<file path="src/rtl/trig_gen_pkg.sv">
// trig_burst_gen shared definitions: FSM encoding,
// clamp limits and default field width.
`timescale 1ns/1ps
package trig_gen_pkg;

  localparam int CNT_W_DEF = 32;
  localparam int STEP_MIN  = 2;
  localparam int WIDTH_MIN = 1;

  typedef logic [1:0] state_t;

  localparam state_t ST_IDLE  = 2'd0;
  localparam state_t ST_DELAY = 2'd1;
  localparam state_t ST_PULSE = 2'd2;
  localparam state_t ST_DONE  = 2'd3;

endpackage

</file>
<file path="src/rtl/trig_in_sync.sv">
// Multi-stage synchroniser; EDGE selects a rising-edge
// pulse output instead of the synchronised level.
`timescale 1ns/1ps
module trig_in_sync #(
  parameter int STAGES = 2,
  parameter bit EDGE   = 1'b0
) (
  input  logic I_clk_100mhz,
  input  logic I_Rst_n,
  input  logic din,
  output logic dout
);

  logic [STAGES-1:0] sr;
  logic              prev;

  always_ff @(posedge I_clk_100mhz or negedge I_Rst_n) begin
    if (!I_Rst_n) begin
      sr   <= '0;
      prev <= 1'b0;
    end else begin
      sr   <= {sr[STAGES-2:0], din};
      prev <= sr[STAGES-1];
    end
  end

  assign dout = EDGE ? (sr[STAGES-1] & ~prev)
                     : sr[STAGES-1];

endmodule

</file>
<file path="src/rtl/trig_burst_gen.sv">
// Multi-channel burst trigger generator.
// Define TRIG_GEN_CONT_EN to make Num==0 run continuously.
`timescale 1ns/1ps
module trig_burst_gen
  import trig_gen_pkg::*;
#(
  parameter int CNT_W       = CNT_W_DEF,
  parameter int N_CH        = 4,
  parameter int SYNC_STAGES = 2
) (
  input  logic             I_clk_100mhz,
  input  logic             I_Rst_n,
  input  logic             I_Trig_in,
  input  logic             I_Abort,
  input  logic [CNT_W-1:0] I_Trig_Num,
  input  logic [CNT_W-1:0] I_Trig_Step,
  input  logic [CNT_W-1:0] I_Trig_Width,
  input  logic [CNT_W-1:0] I_Trig_Delay,
  input  logic [N_CH-1:0]  I_Ch_En,
  output logic [N_CH-1:0]  O_Trig,
  output logic             O_Busy,
  output logic             O_Done,
  output logic [CNT_W-1:0] O_Pulse_Cnt
);

`ifdef TRIG_GEN_CONT_EN
  localparam bit CONT_EN = 1'b1;
`else
  localparam bit CONT_EN = 1'b0;
`endif

  localparam logic [CNT_W-1:0] ONE = CNT_W'(1);
  localparam logic [CNT_W-1:0] SMIN = CNT_W'(STEP_MIN);
  localparam logic [CNT_W-1:0] WMIN = CNT_W'(WIDTH_MIN);

  state_t state, state_nxt;

  logic             trig_rise;
  logic             abort_lvl;
  logic             start;
  logic [CNT_W-1:0] step_c, width_c;
  logic             cont_in;
  logic [CNT_W-1:0] num_q, step_q, width_q, delay_q;
  logic [N_CH-1:0]  en_q;
  logic             cont_q;
  logic [CNT_W-1:0] cnt_q, cnt_nxt;
  logic             period_end;
  logic             pulse_rise;
  logic [CNT_W-1:0] width_eff;
  logic [N_CH-1:0]  en_eff;
  logic [N_CH-1:0]  trig_d;
  logic             busy_d, done_d;
  logic [CNT_W-1:0] pcnt_d;

  trig_in_sync #(
    .STAGES (SYNC_STAGES),
    .EDGE   (1'b1)
  ) u_sync_trig (
    .I_clk_100mhz (I_clk_100mhz),
    .I_Rst_n      (I_Rst_n),
    .din          (I_Trig_in),
    .dout         (trig_rise)
  );

  trig_in_sync #(
    .STAGES (SYNC_STAGES),
    .EDGE   (1'b0)
  ) u_sync_abort (
    .I_clk_100mhz (I_clk_100mhz),
    .I_Rst_n      (I_Rst_n),
    .din          (I_Abort),
    .dout         (abort_lvl)
  );

  // abort level dominates a coincident start edge
  assign start = trig_rise & ~abort_lvl
               & (state == ST_IDLE);

  assign step_c = (I_Trig_Step < SMIN) ? SMIN
                                       : I_Trig_Step;

  assign width_c = (I_Trig_Width < WMIN) ? WMIN :
                   (I_Trig_Width >= step_c) ? step_c - ONE :
                   I_Trig_Width;

  assign cont_in = CONT_EN & (I_Trig_Num == '0);

  assign period_end = (cnt_q == step_q - ONE);

  always_ff @(posedge I_clk_100mhz or negedge I_Rst_n) begin
    if (!I_Rst_n) begin
      num_q   <= '0;
      step_q  <= SMIN;
      width_q <= WMIN;
      delay_q <= '0;
      en_q    <= '0;
      cont_q  <= 1'b0;
    end else if (start) begin
      num_q   <= I_Trig_Num;
      step_q  <= step_c;
      width_q <= width_c;
      delay_q <= I_Trig_Delay;
      en_q    <= I_Ch_En;
      cont_q  <= cont_in;
    end
  end

  always_ff @(posedge I_clk_100mhz or negedge I_Rst_n) begin
    if (!I_Rst_n) state <= ST_IDLE;
    else          state <= state_nxt;
  end

  always_comb begin
    state_nxt = state;
    unique case (state)
      ST_IDLE: begin
        if (start) begin
          if ((I_Trig_Num == '0) && !CONT_EN)
            state_nxt = ST_DONE;
          else if (I_Trig_Delay != '0)
            state_nxt = ST_DELAY;
          else
            state_nxt = ST_PULSE;
        end
      end
      ST_DELAY: begin
        if (abort_lvl)
          state_nxt = ST_DONE;
        else if (cnt_q == delay_q)
          state_nxt = ST_PULSE;
      end
      ST_PULSE: begin
        if (abort_lvl)
          state_nxt = ST_DONE;
        else if (period_end && !cont_q
                 && (O_Pulse_Cnt == num_q))
          state_nxt = ST_DONE;
      end
      ST_DONE:  state_nxt = ST_IDLE;
      default:  state_nxt = ST_IDLE;
    endcase
  end

  // cnt_q counts delay cycles, then the phase within a period
  always_comb begin
    cnt_nxt = '0;
    unique case (1'b1)
      (state_nxt == ST_DELAY):
        cnt_nxt = (state == ST_IDLE) ? ONE
                                     : cnt_q + ONE;
      (state_nxt == ST_PULSE):
        cnt_nxt = (state == ST_PULSE && !period_end)
                ? cnt_q + ONE : '0;
      default: cnt_nxt = '0;
    endcase
  end

  always_comb begin
    pulse_rise = (state_nxt == ST_PULSE)
               && (cnt_nxt == '0);
    width_eff  = start ? width_c : width_q;
    en_eff     = start ? I_Ch_En : en_q;
    trig_d     = '0;
    if (state_nxt == ST_PULSE && cnt_nxt < width_eff)
      trig_d = en_eff;
    busy_d = (state_nxt != ST_IDLE);
    done_d = (state_nxt == ST_DONE);
    if (start)
      pcnt_d = pulse_rise ? ONE : '0;
    else if (pulse_rise)
      pcnt_d = O_Pulse_Cnt + ONE;
    else
      pcnt_d = O_Pulse_Cnt;
  end

  always_ff @(posedge I_clk_100mhz or negedge I_Rst_n) begin
    if (!I_Rst_n) begin
      cnt_q       <= '0;
      O_Trig      <= '0;
      O_Busy      <= 1'b0;
      O_Done      <= 1'b0;
      O_Pulse_Cnt <= '0;
    end else begin
      cnt_q       <= cnt_nxt;
      O_Trig      <= trig_d;
      O_Busy      <= busy_d;
      O_Done      <= done_d;
      O_Pulse_Cnt <= pcnt_d;
    end
  end

endmodule

</file>
<file path="config.mk">
export PLATFORM = sky130hd
export DESIGN_NAME = trig_burst_gen
export DESIGN_NICKNAME = d
export VERILOG_FILES = /design/src/rtl/trig_gen_pkg.sv /design/src/rtl/trig_in_sync.sv /design/src/rtl/trig_burst_gen.sv
export SDC_FILE = /design/constraint.sdc
export NUM_CORES = 1
export LEC_CHECK = 0
export CAP_MARGIN = 20
export CORE_MARGIN = 8
export CORE_UTILIZATION = 57
export DETAILED_ROUTE_END_ITERATION = 8
export PLACE_DENSITY = 0.79
export SETUP_SLACK_MARGIN = 0.1
export SYNTH_ARGS = -nofsm -noshare
export SYNTH_HDL_FRONTEND = slang
export SYNTH_SLANG_ARGS = --single-unit
</file>
<file path="constraint.sdc">
create_clock -name I_clk_100mhz -period 8.4 [get_ports I_clk_100mhz]
set_clock_uncertainty 0.05 [all_clocks]
set_input_delay 0.84 -clock I_clk_100mhz [delete_from_list [all_inputs] [get_ports I_clk_100mhz]]
set_output_delay 0.84 -clock I_clk_100mhz [all_outputs]
set_load 0.01 [all_outputs]
</file>
==> results of run 1 <==
==> power breakdown <==
part,switching [mW],internal (mW),leakage [nW]
clock network,0.421,0.649,0.397
registers,0.330,1.35,2.65
logic,0.825,0.663,4.08
==> placed cells by master (no fill, tap or decap), drive strengths merged, types with 6 or more instances in the layout <==
cell           count
a21o              26
ha                71
nand2            331
dfrtp            207
xor2              29
nand3             34
a31oi              6
o31ai              7
o21a              27
or4               18
xnor2            140
nor2             113
inv               67
clkbuf            36
a21oi             86
and2               8
or2               13
buf               13
nand4             54
and3              21
mux2i              6
clkdlybuf4s50    172
and4               9
o21ai            105
nor3              30
or3               36
nor4              50
nand2b             6
==> per-layer routing <==
metal	part of all wire (%)	global-route usage (%)	wire length, um
met1	41	40.1	18600
met5	0	0	0
met2	46	49.3	20400
met3	7.6	5.19	3430
met4	5.5	15.6	2480
==> cell families (layout without fill, tap and decap cells) <==
family	count (synthesis)	count (layout)	synth area share [%]
simple gates	736	736	25.8
xor+xnor	169	169	10.9
compound gates	298	298	13.3
buf+inv	151	297	4.19
fa+ha+maj	71	71	6.55
mux	9	9	0.692
flops	209	209	38.6
==> path summary, 6_finish.rpt <==
check	start	to	slack, ns
setup / recovery	I_Trig_Step[10]	O_Trig[1]$_DFF_PN0_	0.95
hold / removal	u_sync_trig.sr[0]$_DFF_PN0_	u_sync_trig.sr[1]$_DFF_PN0_	0.30
setup reg to reg	step_q[0]$_DFFE_PN0P_	O_Trig[1]$_DFF_PN0_	1.40
hold reg to reg	u_sync_trig.sr[0]$_DFF_PN0_	u_sync_trig.sr[1]$_DFF_PN0_	0.30
max in group asynchronous	I_Rst_n	num_q[12]$_DFFE_PN0P_	6.53
min in group asynchronous	I_Rst_n	delay_q[19]$_DFFE_PN0P_	0.31
==> metrics by stage <==
stage                     setup WS [ns]  hold WS (ns)  cells  instance area [sq um]
final                             0.947         0.302   2108                  16400
after global routing              0.552         0.314   2108                  16400
after CTS                          1.06         0.305   2106                  16300
after detailed placement          0.563         0.304   2063                  15500
after global placement            0.827         0.286   2063                  15500
after floorplan                    1.54         0.281   1643                  13600
==> area by class of cell <==
cell class	instances	share of cell area (%)
Inverter	67	1.54
Tap cell	319	2.44
Timing Repair Buffer	187	11.3
Multi-Input combinational cell	1283	47.8
Clock inverter	9	0.658
Clock buffer	34	4.34
Sequential cell	209	32.0
==> sequential cells by signal, indices dropped and copies added (netlist names), 4 cells and up <==
signal,flops
O_Pulse_Cnt,32
cnt_q,32
delay_q,32
num_q,32
step_q,32
width_q,32
O_Trig,4
en_q,4
==> metrics.md, run 1 <==
| Metric | Value |
|---|---|
| Outcome | completed |
| Net count after synthesis | 1,850 |
| CP Max Fanout | 24 |
| Final core occ | 69.9% |
| Pwr Density | 259 nW/um^2 |
| Library cells used by synthesis | 65 |
| Post-Synthesis Cells | 1,643 |
| Max Cap Viol | 0 |
| Clk pin slew, worst setup/hold paths | 0.06 ns |
| Syn Area/Cell | 8.26 sq um |
| Top Ports | 174 |
| Largest net degree at the start of global routing | 88 |
| Seq/Total Area, Yosys | 38.6% |
| FFs w/ async S/R, synth | 100% |
| CTS tree | yes |
| Post-synth top area share | 38.2% |
| Reg2Reg Depth | 28 |
| DRT Pass-1 Iters | 5 |
| # hold bufs at CTS | 0 |
| Min-delay worst type | reg -> reg |
| Starting Density | 58.0% |
| # H-tree levels | 1 |
| Post-DP HPWL | 34,500 um |
| Post-synth top cells | 331 x nand2_1, 207 x dfrtp_1, 140 x xnor2_1 |
| Antenna violation net count after detailed routing | 0 |
| Total gr overflow | 0 |
| Area delta synth->final | 20.6% |
| EDFF count, synth | 0 |
| RSZ-0062 raised after global routing | no |
| Fmax | 0.134 GHz |
| Total power | 4.24 mW |
| Slew headroom | 35.8% |
| Filler cell count | 1,951 |
| Leading area contributor after synthesis | dfrtp_1 |
| Slew Limit Fails | 0 |
| GRT Total Usage | 30.9% |
| Crit-path most repeated cell | a21o_1 |
| CTS sink count | 209 |
| Buffers plus inverters on the worst setup path | 3 |
| Sequential cell area | 5230 sq um |
| Total detailed-routing wirelength | 44,900 um |
| Layout cell share with drive strength beyond 1 | 4.81% |
| Critical path's top delay family | compound AO/OA/AOI/OAI gates |
| Hold depth | 0 |
| Final GP Congestion | 1.06 |
| Crit Path Category | in -> reg |
| Ys flop type | dfrtp_1 |
| Worst Tran Pin Value | 0.963 ns |
| Synthesized area | 13,600 sq um |
| Vias in the first global route | 12,700 |
| Total negative slack | 0 ns |
| Antenna violations before repair | 0 |
| CP startpoint kind | primary input |
| Root buf cell | clkbuf_16 |
| Nets | 1,979 |
| Worst-Skew Late Latency | 0.52 ns |
| Critical Path RT | 8.79 ns |
| IO Port Bufs | 173 |
| Post-CTS sizing | 0 |
| # Post-CTS Setup Buffers | 0 |
| Leakage Power | 7.12 nW |
| Top cells by area, synth | dfrtp_1 38%, nand2_1 9.2%, xnor2_1 9.0% |
| Min cycle time layout | 7.45 ns |
| Final worst path period share | 88.7% |
| Peak supply drop | 0.191 mV |
| Detailed-route wire length per cell | 21.3 um |
| First-pass GRT wire length | 70,600 um |
| WP data arrival | 7.84 ns |
| Levels on crit path | 28 |
| Vias per Instance | 6.11 |
| Area of the multi-input gates | 7810 sq um |
| Total number of vias | 12,900 |
| Top-count cell post-synth | nand2_1 |
| Die Width | 170 um |
| Highest-delay cell along the critical path | or4_1 |
| Hold Vio Cnt, Final | 0 |
| # diodes | 0 |
| Drc violations | 0 |
| Die area | 29,000 sq um |
| Die height | 170 um |
| Std-Cell Core Area | 23,400 sq um |
| CP Capture Type | flop |
| # setup viols final | 0 |
| Critical Path Max Stage Delay | 0.60 ns |
| Clock buffer depth | 3 |
| Row cnt | 56 |
| Warnings from Yosys | 0 |
| DRT iter0 DRCs | 1,244 |
| Register bit count reported by yosys | 209 |
| CTS buffer count | 24 |
(Power assumes the default switching activity.)
==> inputs of run 2 (changes only) <==
- CORE_UTILIZATION: 57 -> 60
- PLACE_DENSITY: 0.79 -> 0.83
- clock period: 8.4 -> 9.3 ns (I/O delays scaled with it)
==> run 2 against run 1 <==
  * Sequential cell count did not move
  * Cell count fell by 1.9%
  * Via count fell by 0.64%
  * Utilization rose by 2.8 points
  * Hold slack improved by 0.0086 ns
  * Cell area fell by 0.31%
  * Clock-buffer cell count fell by 7
  * Register-to-register slack improved by 0.37 ns
  * Routed wire length fell by 2.4%
  * Non-clock buffer count fell by 3
  * Critical path type is now reg -> reg
  * Largest cell class unchanged
  * Highest routed layer unchanged
==> metrics.md, run 2 (same netlist as run 1, synthesis figures left out) <==
| Metric | Value |
|---|---|
| CTS sink count | 209 |
| # H-tree levels | 1 |
| Post-DP HPWL | 34,000 um |
| Antenna violation net count after detailed routing | 0 |
| Drc violations | 0 |
| Final Non-Filler Cells | 2,069 |
| IO Port Bufs | 173 |
| M1 wire length | 18,100 um |
| Crit Path Category | reg -> reg |
| CTS tree | yes |
| # setup viols final | 0 |
| Vias per Instance | 6.18 |
| Hold Path Sink | u_sync_abort.sr[1]$_DFF_PN0_ |
| Critical Path Max Stage Delay | 0.89 ns |
| Nets | 1,975 |
| WP data arrival | 7.91 ns |
| Most frequent cells in the layout | 331 x nand2_1, 207 x dfrtp_1, 172 x clkdlybuf4s50_1 |
| Reg2Reg Depth | 27 |
| Final Hold Slack | 0.311 ns |
| Top Ports | 174 |
| Placed cells | 2,027 |
| Std-Cell Core Area | 22,400 sq um |
| First-pass GRT wire length | 69,800 um |
| DRT iter0 DRCs | 1,368 |
| Design Area, Final | 16,300 sq um |
| GRT Total Usage | 31.3% |
| CP Capture Type | flop |
| Slew headroom | 26.9% |
| RSZ-0062 raised after global routing | no |
| Sequential cell area | 5230 sq um |
| Final worst path period share | 80.9% |
| # diodes | 0 |
| Most common cell after layout, fill and taps aside | nand2_1 |
| Worst reg2reg endpoint | O_Trig[2]$_DFF_PN0_ |
| Leakage Power | 7.12 nW |
| Total detailed-routing wirelength | 43,800 um |
| Hold_sp | u_sync_abort.sr[0]$_DFF_PN0_ |
| Clock buffer depth | 3 |
| Top Metal Used | met4 |
| CP startpoint kind | flop |
| Worst-Skew Late Latency | 0.51 ns |
| Crit-path most repeated cell | a21o_1 |
| R2r setup slk | 1.77 ns |
| Root buf cell | clkbuf_16 |
| Final GP Congestion | 0.961 |
| Area delta synth->final | 20.2% |
| Met3 routed WL | 3260 um |
| Hold depth | 0 |
| Clk pin slew, worst setup/hold paths | 0.06 ns |
| Highest-delay cell along the critical path | nor4b_1 |
| Layout cell share with drive strength beyond 1 | 4.76% |
| Fmax | 0.133 GHz |
| Peak supply drop | 0.133 mV |
| Min-delay worst type | reg -> reg |
| # hold bufs at CTS | 0 |
| Final core occ | 72.7% |
| Worst reg2reg startpoint | step_q[0]$_DFFE_PN0P_ |
| # Post-CTS Setup Buffers | 0 |
| Critical Path RT | 9.69 ns |
| CP Max Fanout | 8 |
| Routed met2 length | 20,600 um |
| Die height | 166 um |
| Min cycle time layout | 7.53 ns |
| Row cnt | 55 |
| Hold Vio Cnt, Final | 0 |
| Antenna violations before repair | 0 |
| Total gr overflow | 0 |
| Total number of vias | 12,800 |
| Slew Limit Fails | 0 |
| Die Width | 166 um |
| Filler cell count | 1,737 |
| Total negative slack | 0 ns |
| Die area | 27,700 sq um |
| Worst Tran Pin Value | 1.08 ns |
| Placed Area | 15,500 sq um |
| Pwr Density | 235 nW/um^2 |
| Post-CTS sizing | 0 |
| CTS buffer count | 23 |
| Starting Density | 60.5% |
| Max Cap Viol | 0 |
| Area of the multi-input gates | 7810 sq um |
| DRT Pass-1 Iters | 5 |
| Detailed-route wire length per cell | 21.2 um |
| Vias in the first global route | 12,700 |
| Largest net degree at the start of global routing | 77 |
| Outcome | completed |
## run 2: cell types whose count changed in the layout (fill, tap and decap cells not counted), moves of 2 or more
cell / delta
clkbuf_1: -4
buf_4: -3
bufinv_16: +2
clkbuf_16: -2
clkinv_2: +2
inv_6: +2
## run 2: report_power, final
part	internal (mW)	switching [mW]	total [mW]
clock network	0.597	0.381	0.979
registers	1.22	0.284	1.51
logic	0.598	0.742	1.34
## run 2: critical path, delay by kind of cell (launching register included)
family | cells | cell delay, ns
AND/OR/NAND/NOR | 11 | 3.56
AO/OA/AOI/OAI | 12 | 2.46
adder cells (fa/ha/maj) | 3 | 0.85
flip-flops | 1 | 0.45
buffers and inverters | 1 | 0.09
## run 2: area by class of cell
cell class,count,share of cell area (%)
inverter,67,1.54
timing repair buffer,184,11.3
multi-input combinational,1283,47.9
sequential,209,32.1
clock inverter,14,1.14
tap,285,2.19
clock buffer,27,3.87
## run 2: worst max-delay path by stage
stage	slack (ns)	endpoint	startpoint
4_1_cts	1.90	O_Trig[1]$_DFF_PN0_	I_Trig_Step[10]
3_3_place_gp	1.53	O_Trig[1]$_DFF_PN0_	I_Trig_Step[10]
2_1_floorplan	2.35	O_Trig[0]$_DFF_PN0_	I_Trig_Step[12]
3_5_place_dp	1.42	O_Trig[1]$_DFF_PN0_	I_Trig_Step[10]
5_1_grt	1.38	O_Trig[2]$_DFF_PN0_	I_Trig_Step[10]
6_report	1.77	O_Trig[2]$_DFF_PN0_	step_q[0]$_DFFE_PN0P_
## run 2: per-stage QoR
| step | setup WS, ns | total power [mW] |
|---|---|---|
| after floorplan | 2.35 | 2.37 |
| after global placement | 1.53 | 2.78 |
| after detailed placement | 1.42 | 2.83 |
| after CTS | 1.90 | 3.82 |
| after global routing | 1.38 | 4.06 |
| final | 1.77 | 3.82 |
## run 2: layer usage
| layer | up-vias | track usage, % |
|---|---|---|
| met5 | - | 0 |
| met4 | 0 | 12.8 |
| met3 | 114 | 5.06 |
| met2 | 595 | 51.9 |
| met1 | 6116 | 40.3 |
| li1 | 5968 | - |
